<file path="src/rtl/rvseed_fetch_pkg.sv">
// -----------------------------------------------------------------------------
// rvseed_fetch_pkg
// Shared constants for the rvseed instruction-fetch stage.
//   CPU_WIDTH        : native datapath / address width of the core.
//   DEF_INST_WIDTH   : default instruction width.
//   DEF_FETCH_DEPTH  : default fetch buffer depth (also the fetch credit limit).
//   PC_STEP          : PC increment between sequential fetches.
//   PC_ALIGN_BITS    : low PC bits that must be zero for an aligned fetch.
// -----------------------------------------------------------------------------
package rvseed_fetch_pkg;

  localparam int CPU_WIDTH       = 32;
  localparam int DEF_INST_WIDTH  = 32;
  localparam int DEF_FETCH_DEPTH = 4;
  localparam int PC_STEP         = 4;
  localparam int PC_ALIGN_BITS   = 2;

  // Width of a counter that must hold values 0..depth inclusive.
  function automatic int cnt_width(input int depth);
    return $clog2(depth) + 1;
  endfunction

endpackage

</file>
<file path="src/rtl/rvseed_fetch_fifo.sv">
// -----------------------------------------------------------------------------
// rvseed_fetch_fifo
// Generic synchronous FIFO with flush. The head entry is presented directly
// from the storage registers (no write-to-read bypass), so data pushed in a
// cycle becomes visible at the head one cycle later.
// Ports:
//   clk        in   clock
//   rst_n      in   asynchronous active-low reset (pointers and count only)
//   flush      in   empty the FIFO at this edge; push/pop are ignored
//   push       in   write push_data (ignored when full)
//   push_data  in   WIDTH-bit entry to write
//   pop        in   discard head entry (ignored when empty)
//   head_data  out  WIDTH-bit entry at the head
//   count      out  number of valid entries, 0..DEPTH
//   empty      out  count == 0
// -----------------------------------------------------------------------------
module rvseed_fetch_fifo
  import rvseed_fetch_pkg::*;
#(
  parameter int WIDTH = 32,
  parameter int DEPTH = 4
) (
  input  logic                        clk,
  input  logic                        rst_n,
  input  logic                        flush,
  input  logic                        push,
  input  logic [WIDTH-1:0]            push_data,
  input  logic                        pop,
  output logic [WIDTH-1:0]            head_data,
  output logic [cnt_width(DEPTH)-1:0] count,
  output logic                        empty
);

  localparam int PW = $clog2(DEPTH);
  localparam int CW = cnt_width(DEPTH);

  logic [WIDTH-1:0] mem [DEPTH];
  logic [PW-1:0]    wr_ptr_reg, wr_ptr_next;
  logic [PW-1:0]    rd_ptr_reg, rd_ptr_next;
  logic [CW-1:0]    count_reg,  count_next;
  logic             push_ok;
  logic             pop_ok;

  assign push_ok = push && !flush && (count_reg != CW'(DEPTH));
  assign pop_ok  = pop  && !flush && (count_reg != '0);

  // DEPTH is a power of two, so pointers wrap naturally.
  always_comb begin
    wr_ptr_next = wr_ptr_reg;
    rd_ptr_next = rd_ptr_reg;
    count_next  = count_reg;
    if (flush) begin
      wr_ptr_next = '0;
      rd_ptr_next = '0;
      count_next  = '0;
    end else begin
      if (push_ok) wr_ptr_next = wr_ptr_reg + PW'(1);
      if (pop_ok)  rd_ptr_next = rd_ptr_reg + PW'(1);
      case ({push_ok, pop_ok})
        2'b10:   count_next = count_reg + CW'(1);
        2'b01:   count_next = count_reg - CW'(1);
        default: count_next = count_reg;
      endcase
    end
  end

  always_ff @(posedge clk or negedge rst_n) begin
    if (!rst_n) begin
      wr_ptr_reg <= '0;
      rd_ptr_reg <= '0;
      count_reg  <= '0;
    end else begin
      wr_ptr_reg <= wr_ptr_next;
      rd_ptr_reg <= rd_ptr_next;
      count_reg  <= count_next;
    end
  end

  // Storage needs no reset: an entry is only observed after being written.
  always_ff @(posedge clk) begin
    if (push_ok) mem[wr_ptr_reg] <= push_data;
  end

  assign head_data = mem[rd_ptr_reg];
  assign count     = count_reg;
  assign empty     = (count_reg == '0);

endmodule

</file>
<file path="src/rtl/rvseed_fetch.sv">
// -----------------------------------------------------------------------------
// rvseed_fetch
// Instruction-fetch stage: owns the fetch PC, issues requests to instruction
// memory over a valid/ready channel, collects in-order responses into a
// DEPTH-entry buffer tagged with their PCs and presents them to decode.
// Redirects from execute flush the buffer and discard in-flight responses.
//
// Optional feature (macro FETCH_MISALIGN_CHK_EN):
//   defined   - a redirect to a target with nonzero low bits sets the sticky
//               fetch_misalign flag and halts fetch until the next aligned
//               redirect.
//   undefined - the low target bits are ignored and fetch_misalign is 0.
//
// Ports:
//   clk             in   core clock
//   rst_n           in   asynchronous active-low reset
//   redirect_valid  in   branch/jump taken: flush and refetch
//   redirect_pc     in   redirect target
//   imem_req_valid  out  fetch request
//   imem_req_ready  in   memory accepts request
//   imem_req_addr   out  fetch address
//   imem_rsp_valid  in   one in-order response per accepted request
//   imem_rsp_inst   in   returned instruction
//   inst_valid      out  instruction available to decode
//   inst_ready      in   decode accepts
//   inst            out  instruction
//   inst_pc         out  PC of inst
//   fetch_misalign  out  misaligned-redirect flag
// -----------------------------------------------------------------------------
module rvseed_fetch
  import rvseed_fetch_pkg::*;
#(
  parameter int                    ADDR_WIDTH = CPU_WIDTH,
  parameter int                    INST_WIDTH = DEF_INST_WIDTH,
  parameter int                    DEPTH      = DEF_FETCH_DEPTH,
  parameter logic [ADDR_WIDTH-1:0] RESET_PC   = '0
) (
  input  logic                  clk,
  input  logic                  rst_n,
  input  logic                  redirect_valid,
  input  logic [ADDR_WIDTH-1:0] redirect_pc,
  output logic                  imem_req_valid,
  input  logic                  imem_req_ready,
  output logic [ADDR_WIDTH-1:0] imem_req_addr,
  input  logic                  imem_rsp_valid,
  input  logic [INST_WIDTH-1:0] imem_rsp_inst,
  output logic                  inst_valid,
  input  logic                  inst_ready,
  output logic [INST_WIDTH-1:0] inst,
  output logic [ADDR_WIDTH-1:0] inst_pc,
  output logic                  fetch_misalign
);

  localparam int CW = cnt_width(DEPTH);
  localparam int EW = ADDR_WIDTH + INST_WIDTH;

  logic [ADDR_WIDTH-1:0] fetch_pc_reg, fetch_pc_next;
  // PC that belongs to the next response that will be kept. Responses are in
  // order and stale ones are dropped, so this is just a running counter.
  logic [ADDR_WIDTH-1:0] rsp_pc_reg,   rsp_pc_next;
  logic [CW-1:0]         inflight_reg, inflight_next;
  logic [CW-1:0]         drop_cnt_reg, drop_cnt_next;

  logic [ADDR_WIDTH-1:0] redirect_target;
  logic [CW-1:0]         fifo_count;
  logic                  fifo_empty;
  logic [EW-1:0]         fifo_head;
  logic                  credit_ok;
  logic                  fetch_halt;
  logic                  req_fire;
  logic                  keep_rsp;
  logic                  pop_req;

  // Fetch addresses are always word aligned; the low bits only matter for the
  // misalignment check.
  assign redirect_target = {redirect_pc[ADDR_WIDTH-1:PC_ALIGN_BITS], {PC_ALIGN_BITS{1'b0}}};

`ifdef FETCH_MISALIGN_CHK_EN
  logic misalign_reg, misalign_next;

  always_comb begin
    misalign_next = misalign_reg;
    if (redirect_valid) misalign_next = |redirect_pc[PC_ALIGN_BITS-1:0];
  end

  always_ff @(posedge clk or negedge rst_n) begin
    if (!rst_n) misalign_reg <= 1'b0;
    else        misalign_reg <= misalign_next;
  end

  assign fetch_halt     = misalign_reg;
  assign fetch_misalign = misalign_reg;
`else
  logic unused_redirect_low;
  assign unused_redirect_low = ^redirect_pc[PC_ALIGN_BITS-1:0];
  assign fetch_halt          = 1'b0;
  assign fetch_misalign      = 1'b0;
`endif

  // Never have more requests outstanding than free buffer slots, so every
  // response is guaranteed a place in the FIFO.
  assign credit_ok = ({1'b0, inflight_reg} + {1'b0, fifo_count}) < (CW + 1)'(DEPTH);

  // rst_n gating keeps the request quiet while reset is held.
  assign imem_req_valid = rst_n && !redirect_valid && credit_ok && !fetch_halt;
  assign imem_req_addr  = fetch_pc_reg;
  assign req_fire       = imem_req_valid && imem_req_ready;

  // A response coincident with a redirect is stale as well.
  assign keep_rsp   = imem_rsp_valid && !redirect_valid && (drop_cnt_reg == '0);
  assign inst_valid = !fifo_empty && !redirect_valid;
  assign pop_req    = inst_valid && inst_ready;

  always_comb begin
    fetch_pc_next = fetch_pc_reg;
    rsp_pc_next   = rsp_pc_reg;
    inflight_next = inflight_reg + CW'(req_fire) - CW'(imem_rsp_valid);
    drop_cnt_next = drop_cnt_reg;
    if (redirect_valid) begin
      fetch_pc_next = redirect_target;
      rsp_pc_next   = redirect_target;
      // Everything still outstanding after this edge is stale.
      drop_cnt_next = inflight_reg - CW'(imem_rsp_valid);
    end else begin
      if (req_fire) fetch_pc_next = fetch_pc_reg + ADDR_WIDTH'(PC_STEP);
      if (keep_rsp) rsp_pc_next   = rsp_pc_reg + ADDR_WIDTH'(PC_STEP);
      if (imem_rsp_valid && (drop_cnt_reg != '0)) drop_cnt_next = drop_cnt_reg - CW'(1);
    end
  end

  always_ff @(posedge clk or negedge rst_n) begin
    if (!rst_n) begin
      fetch_pc_reg <= RESET_PC;
      rsp_pc_reg   <= RESET_PC;
      inflight_reg <= '0;
      drop_cnt_reg <= '0;
    end else begin
      fetch_pc_reg <= fetch_pc_next;
      rsp_pc_reg   <= rsp_pc_next;
      inflight_reg <= inflight_next;
      drop_cnt_reg <= drop_cnt_next;
    end
  end

  rvseed_fetch_fifo #(
    .WIDTH (EW),
    .DEPTH (DEPTH)
  ) u_fifo (
    .clk       (clk),
    .rst_n     (rst_n),
    .flush     (redirect_valid),
    .push      (keep_rsp),
    .push_data ({rsp_pc_reg, imem_rsp_inst}),
    .pop       (pop_req),
    .head_data (fifo_head),
    .count     (fifo_count),
    .empty     (fifo_empty)
  );

  assign inst_pc = fifo_head[EW-1:INST_WIDTH];
  assign inst    = fifo_head[INST_WIDTH-1:0];

endmodule
</file>
<file path="config.mk">
export PLATFORM = sky130hd
export DESIGN_NAME = rvseed_fetch
export DESIGN_NICKNAME = d
export VERILOG_FILES = /design/src/rtl/rvseed_fetch_pkg.sv /design/src/rtl/rvseed_fetch_fifo.sv /design/src/rtl/rvseed_fetch.sv
export SDC_FILE = /design/constraint.sdc
export NUM_CORES = 1
export LEC_CHECK = 0
export ABC_AREA = 0
export CAP_MARGIN = 20
export CORE_MARGIN = 2
export CORE_UTILIZATION = 60
export CTS_CLUSTER_DIAMETER = 30
export DETAILED_ROUTE_END_ITERATION = 10
export MAX_ROUTING_LAYER = met4
export PLACE_DENSITY_LB_ADDON = 0.1
export SLEW_MARGIN = 20
export SYNTH_ARGS = -nofsm -noshare
export SYNTH_HDL_FRONTEND = slang
export SYNTH_SLANG_ARGS = --single-unit
</file>
<file path="constraint.sdc">
create_clock -name clk -period 6.3 [get_ports clk]
set_input_delay 0.945 -clock clk [delete_from_list [all_inputs] [get_ports clk]]
set_output_delay 0.945 -clock clk [all_outputs]
set_load 0.02 [all_outputs]
</file>
==> results.toml, run 1 <==
[run_status]
status = "finished clean"

[global_route]
grt_usage = 0.253
grt_pass1_wl_um = 44900
grt_overflow = 0
grt_max_degree = 70
grt_pass1_vias = 8178
antenna_found_initial = 0

[clocking]
cts_setup_buffers = 0
numCtsBuffers = 52
cts_root_buf = "clkbuf_16"
cts.clk_slew.worst_paths_ns = 0.05
clk_latency_ns = 0.55
clockBufferDepth = 3
clock_sinks = 321
tritoncts = "yes"
htreeDepth = 2
cts_resized = 0
cts-hold-fix-buffers = 0

[critical_path]
worstSetupStartpointType = "flip-flop"
critPathMaxFanout = 44
rr_worst_depth = 6
critPathArrivalTime_ns = 3.26
crit_path_top_delay_cell = "dfrtp_4"
endpoint_kind = "output pin"
required_ns = 5.35
cp_cell_sequence = "buf_4 > mux4_2 > clkdlybuf4s50_1"
worstSetupPathType = "reg -> out"
slowest_delay_ns = 0.97

[sta]
rsz0062_at_grt = "false"
whs_ns = 0.242
fin_ws_ns = 2.10
slew_violations = 0
max_freq_ghz = 0.238
period_share = 0.667
worst_clock_skew_ns = 0.0195
finalSetupViolCount = 0
fin_crit_ns = 4.20
fin_setup_tns_ns = 0
hold_viol = 0
relSlewSlack = 0.334
tightest_slew_ns = 0.996

[logic_synthesis]
synth_top_family_by_area = "multiplexers"
synth_edf_count = 248
synth_adder_area_share = 0.0161
synthCells = 804
ys_ff_latch = 321
ys_warn_count = 0
ys.flop_type = "edfxtp_1"
yosys.cell_types.count = 60
synth.area.mux_share = 0.113
syn-cell-area_um2 = 13300
synth-compound-area-share = 0.0407
async_flop_share = 0.227
seq_area_frac_synth = 0.696
synth_xor_area_frac = 0.0283
synth-simple-area-share = 0.0843
syn-mean-instance-area_um2 = 16.6

[pwr]
switchingPower_uw = 1660
sw_frac_of_total = 0.259
p_clk_frac = 0.456
powerDensity_nw_per_um2 = 377
ir_drop_mv = 0.246
p_leak_uw = 0.00583
comb_power_share = 0.140
power.internal_uw = 4750
seq_power_share = 0.404

[placement]
gp_congestion = 0.901
io_buffers = 161
place_hpwl_um = 16800
pre_cts_slack_ns = 2.09

[die]
die_h_um = 153
design.core.area_um2 = 21800
rows = 54
num_io_pins = 169
start_util = 0.611
die-area_um2 = 23400
die-width_um = 153

[hold_path]
hold_path.class = "in -> async"

[drt]
wl_um = 28300
ant_nets = 0
vias = 7932
first_pass_iters = 7
drc = 0
post_drt_via_cell_ratio = 6.04
dr.first_iter.drc_count = 692
drt-wirelength-per-cell_um = 21.5

[layout]
final_common_cell = "edfxtp_1"
nets = 1076
area_delta_synth_final_pct = 27.5
largest_register_ffs = 248
antenna_cells = 0
drive_above_1_share = 0.186
multiInputGateArea_um2 = 3790
layout_common_cells = "edfxtp_1, clkdlybuf4s50_1, dfrtp_1, mux4_2, nand2_1"
fillers = 1181
seqCellArea_um2 = 9280

[run]
cap_violations = 0
==> synth_stat cells (3+ instances only) <==
cell | instances | area, um2
ha_1 | 14 | 175
nand3_2 | 3 | 30.0
and4_1 | 7 | 61.3
or4_1 | 6 | 45.0
inv_1 | 18 | 67.6
nor4_1 | 12 | 75.1
xnor2_1 | 32 | 280
a31oi_1 | 6 | 37.5
edfxtp_1 | 248 | 7450
nand2_1 | 56 | 210
buf_2 | 13 | 65.1
clkbuf_1 | 19 | 71.3
nand2b_1 | 4 | 25.0
nand4_1 | 16 | 100
mux4_2 | 62 | 1400
mux2_2 | 8 | 90.1
xor2_1 | 11 | 96.3
o21ai_0 | 37 | 185
a21oi_1 | 3 | 15.0
and2_1 | 7 | 43.8
buf_4 | 6 | 45.0
dfrtp_1 | 73 | 1830
o211ai_1 | 13 | 97.6
o311ai_0 | 8 | 70.1
a21boi_0 | 4 | 30.0
and3_1 | 7 | 43.8
nor2_1 | 23 | 86.3
nand3_1 | 34 | 170
nor3_1 | 14 | 70.1
==> power by group through the flow <==
stage	Sequential, uW	Clock, uW	Combinational (uW)
after global routing	2610	3060	969
after CTS	2590	2960	911
after floorplan	2570	0	560
after detailed placement	2620	0	902
after global placement	2610	0	877
final	2590	2920	899
==> area by class of cell <==
class,instances,area share
inverter,20,0.00442
sequential,321,0.546
multi-input combinational,425,0.223
tap,280,0.0206
timing repair buffer,170,0.0982
clock inverter,40,0.0291
clock buffer,57,0.0789
==> metrics by stage <==
| step | total power, uW | utilization | instances | cell area, um2 |
|---|---|---|---|---|
| after floorplan | 3130 | - | 808 | 13300 |
| after global placement | 3490 | 0.695 | 1216 | 15200 |
| after detailed placement | 3530 | 0.695 | 1216 | 15200 |
| after CTS | 6460 | 0.779 | 1313 | 17000 |
| after global routing | 6630 | 0.779 | 1313 | 17000 |
| final | 6410 | 0.779 | 1313 | 17000 |
==> kinds of logic (layout without fill, tap and decap cells) <==
| family | count (synthesis) | after routing |
|---|---|---|
| muxes | 72 | 72 |
| buffers and inverters | 62 | 287 |
| adders and majority gates | 16 | 16 |
| xor gates and xnor gates | 43 | 43 |
| AOI/OAI and AO/OA | 85 | 85 |
| DFF | 321 | 321 |
| other | 1 | 5 |
| and+or+nand+nor | 204 | 204 |
==> worst max-delay path, delay by kind of cell (launching register included) <==
family	cells	cell delay, ns
buffers and inverters	2	1.09
DFF	1	0.97
muxes	1	0.61
==> layer usage <==
| layer | share of wire | GRT usage | vias to the layer above | wire length [um] |
|---|---|---|---|---|
| met3 | 0.066 | 0.0414 | 41 | 1860 |
| met5 | 0 | - | - | 0 |
| li1 | - | - | 3540 | - |
| met1 | 0.41 | 0.340 | 3966 | 11600 |
| met4 | 0.018 | 0.0679 | 0 | 518 |
| met2 | 0.50 | 0.410 | 385 | 14300 |
==> worst paths after layout <==
kind / start / endpoint / slack [ns]
worst max-delay path: u_fifo.rd_ptr_reg[0] / inst_pc[10] / 2.10
worst min-delay path: rst_n / imem_req_addr[28] / 0.24
worst max register to register: drop_cnt_reg[0] / u_fifo.mem[3][35] / 3.03
worst min register to register: drop_cnt_reg[1] / drop_cnt_reg[1] / 0.56
max in group asynchronous: rst_n / u_fifo.rd_ptr_reg[0] / 4.87
min in group clk: drop_cnt_reg[1] / drop_cnt_reg[1] / 0.56
No activity file was read; power rests on OpenSTA's default activity.
==> inputs of run 2 (changes only) <==
- CORE_UTILIZATION: 60 -> 50
- clock period: 6.3 -> 3.4 ns (I/O delays scaled with it)
==> results.toml, run 2 (synthesized netlist as in run 1, its figures left out) <==
[run_status]
status = "finished with violations"
violations = "DRC"

[layout]
nets = 1107
final_common_cell = "edfxtp_1"
antenna_cells = 0
layout_common_cells = "edfxtp_1, clkdlybuf4s50_1, dfrtp_1, clkbuf_16, mux4_2"
fillers = 1794
multiInputGateArea_um2 = 3790
drive_above_1_share = 0.213
seqCellArea_um2 = 9280
largest_register_ffs = 248
area_delta_synth_final_pct = 33.9

[critical_path]
critPathArrivalTime_ns = 2.60
crit_path_top_delay_cell = "dfrtp_4"
critPathMaxFanout = 16
worstSetupStartpointType = "flip-flop"
cp_top_family = "buffers and inverters"
critPathBufInv = 2
worstSetupPathType = "reg -> out"
required_ns = 2.89
endpoint_kind = "output pin"
cp_cell_sequence = "buf_4 > mux4_2 > clkdlybuf4s50_1"
slowest_delay_ns = 0.63

[clocking]
cts_setup_buffers = 0
cts-hold-fix-buffers = 0
htreeDepth = 3
clock_sinks = 321
cts_root_buf = "clkbuf_16"
cts.clk_slew.worst_paths_ns = 0.05
cts_resized = 0
tritoncts = "yes"
clk_latency_ns = 0.55
clockBufferDepth = 3
numCtsBuffers = 69

[placement]
gp_congestion = 0.786
io_buffers = 161
place_hpwl_um = 16700
pre_cts_slack_ns = 0.573

[sta]
rsz0062_at_grt = "false"
relSlewSlack = 0.345
finalSetupViolCount = 0
worst_clock_skew_ns = 0.0139
slew_violations = 0
fin_ws_ns = 0.288
max_freq_ghz = 0.321
fin_crit_ns = 3.11
fin_setup_tns_ns = 0
period_share = 0.915
hold_viol = 0
tightest_slew_ns = 0.979

[pwr]
seq_power_share = 0.359
sw_frac_of_total = 0.251
switchingPower_uw = 3330
p_clk_frac = 0.509
p_leak_uw = 0.00619
ir_drop_mv = 0.376
power.internal_uw = 9900
powerDensity_nw_per_um2 = 741
comb_power_share = 0.133

[global_route]
grt_pass1_wl_um = 44000
grt_max_degree = 63
grt_overflow = 0
antenna_found_initial = 0
grt_pass1_vias = 8133
grt_usage = 0.208

[die]
rows = 59
num_io_pins = 169
design.core.area_um2 = 26100
die-width_um = 167
die_h_um = 167
die-area_um2 = 28000
start_util = 0.510

[drt]
first_pass_iters = 9
wl_um = 27700
post_drt_via_cell_ratio = 5.57
drc = 12
ant_nets = 0
dr.first_iter.drc_count = 638
wl_met3_um = 1530
met2WireLength_um = 13100
wl_met1_um = 12500
vias = 7868
drt-wirelength-per-cell_um = 19.6
highest_layer = "met4"

[hold_path]
hold_path.class = "in -> async"

[run]
cap_violations = 0
-- run 2: power groups by stage --
stage	clock (uW)	combinational (uW)	sequential (uW)
6_report	6730	1750	4740
4_1_cts	6850	1780	4740
2_1_floorplan	0	1040	4770
5_1_grt	7060	1900	4780
3_5_place_dp	0	1770	4810
3_3_place_gp	0	1750	4800
-- run 2: cell type report --
cell class	instances	share of cell area
inverters	20	0.00421
clock buffers	81	0.102
well taps	335	0.0235
repair buffers	184	0.106
multi-input cells	425	0.212
flip-flops and latches	321	0.520
clock inverters	47	0.0323
-- run 2: final timing paths --
check / start / end / slack, ns / cells past startpoint
worst max-delay path: u_fifo.rd_ptr_reg[0] / inst[1] / 0.29 / 3
worst max register to register: u_fifo.count[1] / imem_req_addr[12] / 0.79 / 7
worst min-delay path: rst_n / imem_req_addr[30] / 0.03 / 2
max in group asynchronous: rst_n / u_fifo.rd_ptr_reg[0] / 2.33 / 3
worst min register to register: inflight_reg[0] / inflight_reg[0] / 0.53 / 1
min in group clk: redirect_valid / u_fifo.count[1] / 0.35 / 2
-- run 2: metal layers --
metal  vias to the layer above  track usage
met1                      3935        0.282
met3                        47       0.0402
li1                       3626            -
met4                         0       0.0745
met2                       260        0.320
met5                         -            -
-- run 2: metrics by stage --
step	power, uW	cells	utilization	hold slack [ns]	area [um2]
after detailed placement	6580	1285	0.591	0.533	15400
after floorplan	5810	808	-	0.214	13300
after global placement	6560	1285	0.591	0.516	15400
final	13200	1413	0.683	0.0349	17800
after global routing	13700	1413	0.683	0.0628	17800
after CTS	13400	1413	0.683	0.0486	17800
==> inputs of run 3 (changes only) <==
- PLACE_DENSITY: default -> 0.82
- PLACE_DENSITY_LB_ADDON: 0.1 -> default
==> results.toml, run 3 (synthesized netlist as in run 1, its figures left out) <==
[run_status]
status = "finished with violations"
violations = "DRC"

[sta]
slew_violations = 0
finalSetupViolCount = 0
tightest_slew_ns = 0.689
fin_setup_tns_ns = 0
period_share = 0.929
max_freq_ghz = 0.317
rsz0062_at_grt = "false"
worst_clock_skew_ns = 0.0145
fin_crit_ns = 3.16
hold_viol = 0
relSlewSlack = 0.540

[pwr]
comb_power_share = 0.149
p_clk_frac = 0.443
p_total_uw = 11600
sw_frac_of_total = 0.260
ir_drop_mv = 0.337
power.internal_uw = 8610
powerDensity_nw_per_um2 = 680
seq_power_share = 0.408
switchingPower_uw = 3030
p_leak_uw = 0.00585

[critical_path]
critPathArrivalTime_ns = 2.65
required_ns = 2.89
critPathMaxFanout = 20
worstSetupPathType = "reg -> out"
r2r-end = "inflight_reg[2]"
r2r-start = "u_fifo.count[2]"
endpoint_kind = "output pin"
rr_worst_depth = 10
worstSetupStartpointType = "flip-flop"
rrSetupSlack_ns = 0.73

[global_route]
grt_pass1_wl_um = 43200
grt_overflow = 0
grt_max_degree = 63
antenna_found_initial = 0
grt_pass1_vias = 8061
grt_usage = 0.202

[run]
cap_violations = 0

[die]
rows = 59
design.core.area_um2 = 26100
num_io_pins = 169
die-area_um2 = 28000
start_util = 0.510
die-width_um = 167
die_h_um = 167

[layout]
drive_above_1_share = 0.195
area_delta_synth_final_pct = 28.6
largest_register_ffs = 248
final_common_cell = "edfxtp_1"
layout_common_cells = "edfxtp_1, clkdlybuf4s50_1, dfrtp_1, mux4_2, nand2_1"
nets = 1086
antenna_cells = 0

[clocking]
htreeDepth = 2
tritoncts = "yes"
clk_latency_ns = 0.54
cts_root_buf = "clkbuf_16"
cts.clk_slew.worst_paths_ns = 0.05
cts_setup_buffers = 0
clock_sinks = 321
cts-hold-fix-buffers = 0
clockBufferDepth = 3
cts_resized = 0
numCtsBuffers = 52

[drt]
first_pass_iters = 11
post_drt_via_cell_ratio = 5.72
dr.first_iter.drc_count = 760
vias = 7886
wl_um = 27300
ant_nets = 0
drt-wirelength-per-cell_um = 19.8
drc = 15

[placement]
gp_congestion = 0.852
io_buffers = 161
place_hpwl_um = 16700

[hold_path]
hold_path.class = "in -> async"
-- run 3: per-layer routing --
metal	global-route usage	routed length, um	vias up
met3	0.0470	2510	52
li1	-	-	3565
met5	-	0	-
met4	0.0650	618	0
met2	0.312	12900	361
met1	0.271	11200	3908
-- run 3: how the worst max path moves through the flow --
stage	slack, ns	endpoint	start	cells after the start
3_3_place_gp	0.62	u_fifo.count[2]	imem_rsp_valid	9
2_1_floorplan	0.19	u_fifo.mem[2][0]	drop_cnt_reg[0]	5
6_report	0.24	inst[13]	u_fifo.rd_ptr_reg[0]	3
4_1_cts	0.18	inst[0]	u_fifo.rd_ptr_reg[0]	3
5_1_grt	0.11	inst[0]	u_fifo.rd_ptr_reg[0]	3
3_5_place_dp	0.57	u_fifo.count[2]	imem_rsp_valid	9
-- run 3: power by group through the flow --
| stage | registers [uW] | clock network, uW | logic [uW] |
|---|---|---|---|
| after CTS | 4750 | 5260 | 1770 |
| after floorplan | 4770 | 0 | 1040 |
| final | 4750 | 5160 | 1740 |
| after global routing | 4780 | 5430 | 1880 |
| after detailed placement | 4820 | 0 | 1760 |
| after global placement | 4800 | 0 | 1720 |
-- run 3: critical path, stage by stage (launching register included) --
cell and delay (ns):
dfrtp_4 0.68, buf_4 0.30, mux4_2 0.54, clkdlybuf4s50_1 0.56
-- run 3: area by class of cell --
type | instances | area, um2
multi-input combinational | 425 | 3790
fill | 1770 | 8990
timing repair buffer | 180 | 1820
clock inverter | 39 | 405
tap | 335 | 419
inverter | 20 | 75.1
sequential | 321 | 9280
clock buffer | 58 | 1360
-- run 3: through the flow --
stage / std cells / hold slack (ns) / util / setup WS, ns / cell area (um2)
after floorplan: 808 / 0.214 / - / 0.189 / 13300
after global placement: 1281 / 0.521 / 0.589 / 0.622 / 15400
after detailed placement: 1281 / 0.547 / 0.589 / 0.571 / 15400
after CTS: 1378 / 0.0133 / 0.656 / 0.184 / 17100
after global routing: 1378 / 0.0293 / 0.656 / 0.114 / 17100
final: 1378 / 0.0247 / 0.656 / 0.241 / 17100
==> RTL change: new RTL, settings of run 2 <==
Build with the macro `FETCH_MISALIGN_CHK_EN` defined.
--- a/src/rtl/rvseed_fetch.sv
+++ b/src/rtl/rvseed_fetch.sv
@@ -29,2 +29,4 @@
 // -----------------------------------------------------------------------------
+`define FETCH_MISALIGN_CHK_EN
+
 module rvseed_fetch
Function: changed (Yosys sat finds a counterexample within 4 cycles, from zero or initial values and one cycle with rst_n low).
==> RTL change against run 2 <==
Wire length down 0.68%; sequential cell count rose by 1; power down 8.6%; final area fell by 2.5%; setup slack got worse by 0.16 ns; sequential share of layout area is 1.5 points higher; area after synthesis decreased by 0.99%; utilization decreased by 1.4 points; critical path type unchanged; critical endpoint is now imem_req_valid; largest cell class unchanged; largest power group unchanged; highest routed layer unchanged.
==> RTL change: results (changes against run 2) <==
worst_setup_path:
  path_delay_family: "simple AND/OR/NAND/NOR gates"  # was buffers and inverters
  timing.reg2reg.setup_slack_ns: 0.44  # was 0.79 ns
  crit_fanout: 9  # was 16
  slowest_stage: "clkdlybuf4s50_1"  # was dfrtp_4
  r2r_start: "u_fifo.count[2]$_DFFE_PN0P_"  # was u_fifo.count[1]$_DFFE_PN0P_
  r2r-end: "inflight_reg[1]$_DFF_PN0_"  # was imem_req_addr[12]$_DFFE_PN0P_
  arrival_ns: 2.76  # was 2.60 ns
  critPathMaxStageDelay_ns: 0.66  # was 0.63 ns
  r2r.worst_path.cells: 10  # was 7
logic_synthesis:
  synth-adder-area-share: 0.0163  # was 0.0161
  synth_edf_count: 248  # unchanged
  synth-compound-area-share: 0.0407  # about the same
  syn_area_per_cell_um2: 16.9  # was 16.6 um^2
  synth.distinct_cells: 52  # was 60
  synth-seq-area-share: 0.705  # was 0.696
  synthTopCellsByArea: "edfxtp_1, dfrtp_1, mux4_2"  # unchanged
  synth.top_cells.by_count: "edfxtp_1, dfrtp_1, mux4_2"  # unchanged
  synth_xor_area_frac: 0.0319  # was 0.0283
  async_reset_ff_frac: 0.230  # was 0.227
  synth_mux_area_frac: 0.117  # was 0.113
sta:
  timing.hold.ws_ns: 0.0884  # was 0.0349 ns
  min_period_ns: 3.27  # was 3.11 ns
  skew_ns: 0.0224  # was 0.0139 ns
  worst_pin_slew_ns: 0.971  # was 0.979 ns
clocking:
  cts_made_buffers: 59  # was 69
  clk_path_buf_depth: 3  # unchanged
  insertion_delay_ns: 0.57  # was 0.55 ns
  cts_htree_levels: 2  # was 3
placement:
  dp_slack_ns: 0.398  # was 0.573 ns
  placedInstanceArea_um2: 15300  # was 15400 um^2
  dpl.cell_count: 1266  # was 1285
  dp_hpwl_mm: 17.3  # was 16.7 mm
  io_buffer_count: 164  # was 161
  routabilityCongestion: 0.853  # was 0.786
power_and_ir_drop:
  p_sw_frac: 0.245  # was 0.251
  peakVddDrop_uv: 479  # was 376 uV
  power_leakage_nw: 6.03  # was 6.19 nW
  pwr-share-clk: 0.485  # was 0.509
  pg_clk_mw: 5.87  # was 6.73 mW
  seq_cell_power_mw: 4.68  # was 4.74 mW
global_route:
  grt_max_degree: 62  # was 63
  grt_pass1_wl_mm: 44.5  # was 44.0 mm
  grt_pass1_vias: 8269  # was 8133
  grt_use_total: 0.209  # was 0.208
routing:
  drt_iter0_drc: 510  # was 638
  route.vias.total: 7765  # was 7868
  wl_per_cell_um: 20.0  # was 19.6 um
  drtPass1Iterations: 5  # was 9
  viasPerCell: 5.63  # was 5.57
outcome:
  status: "finished, final reports clean"  # was complete, but fails checks
cells_and_area:
  final_nets: 1078  # was 1107
  drive_above_1_share: 0.205  # was 0.213
[RTL change: changes by cell type in the layout (fill, tap and decap cells not counted), moves of 5 or more]
| cell | delta |
|---|---|
| xnor2_1 | -17 |
| and4_1 | -5 |
| nor4_1 | -11 |
| nor3_1 | -5 |
| nand2_1 | -5 |
| clkbuf_16 | -10 |
| xor2_1 | +22 |
| o211ai_1 | -5 |
| nand4_1 | +10 |
| or4_1 | -6 |
| clkinv_4 | +8 |
[RTL change: cell type report]
| class | instances | area [um^2] |
|---|---|---|
| clock buffer | 68 | 1560 |
| clock inverter | 44 | 504 |
| fill | 1798 | 8590 |
| inverter | 17 | 63.8 |
| multi-input combinational | 408 | 3680 |
| sequential | 322 | 9310 |
| tap | 335 | 419 |
| timing repair buffer | 184 | 1860 |
[RTL change: layer usage]
metal  vias to the layer above  track usage  wire length (um)
li1                       3529            -                 -
met1                      3909        0.276             12000
met2                       284        0.329             13300
met3                        43       0.0413              1640
met4                         0       0.0742               646
met5                         -            -                 0
[RTL change: logic make-up after synthesis]
| kind of cell | count (synthesis) |
|---|---|
| buffers and inverters | 56 |
| flip-flops | 322 |
| adder cells (fa/ha/maj) | 16 |
| AO/OA/AOI/OAI | 83 |
| XOR/XNOR | 48 |
| AND/OR/NAND/NOR | 182 |
| multiplexers | 75 |
| other | 1 |
[RTL change: worst max-delay path by stage]
stage | depth (start not counted) | end
floorplan | 5 | u_fifo.mem[2][0]$_DFFE_PP_
global placement | 10 | inflight_reg[1]$_DFF_PN0_
detailed placement | 10 | inflight_reg[1]$_DFF_PN0_
CTS | 4 | imem_req_valid
global route | 4 | imem_req_valid
finish | 4 | imem_req_valid
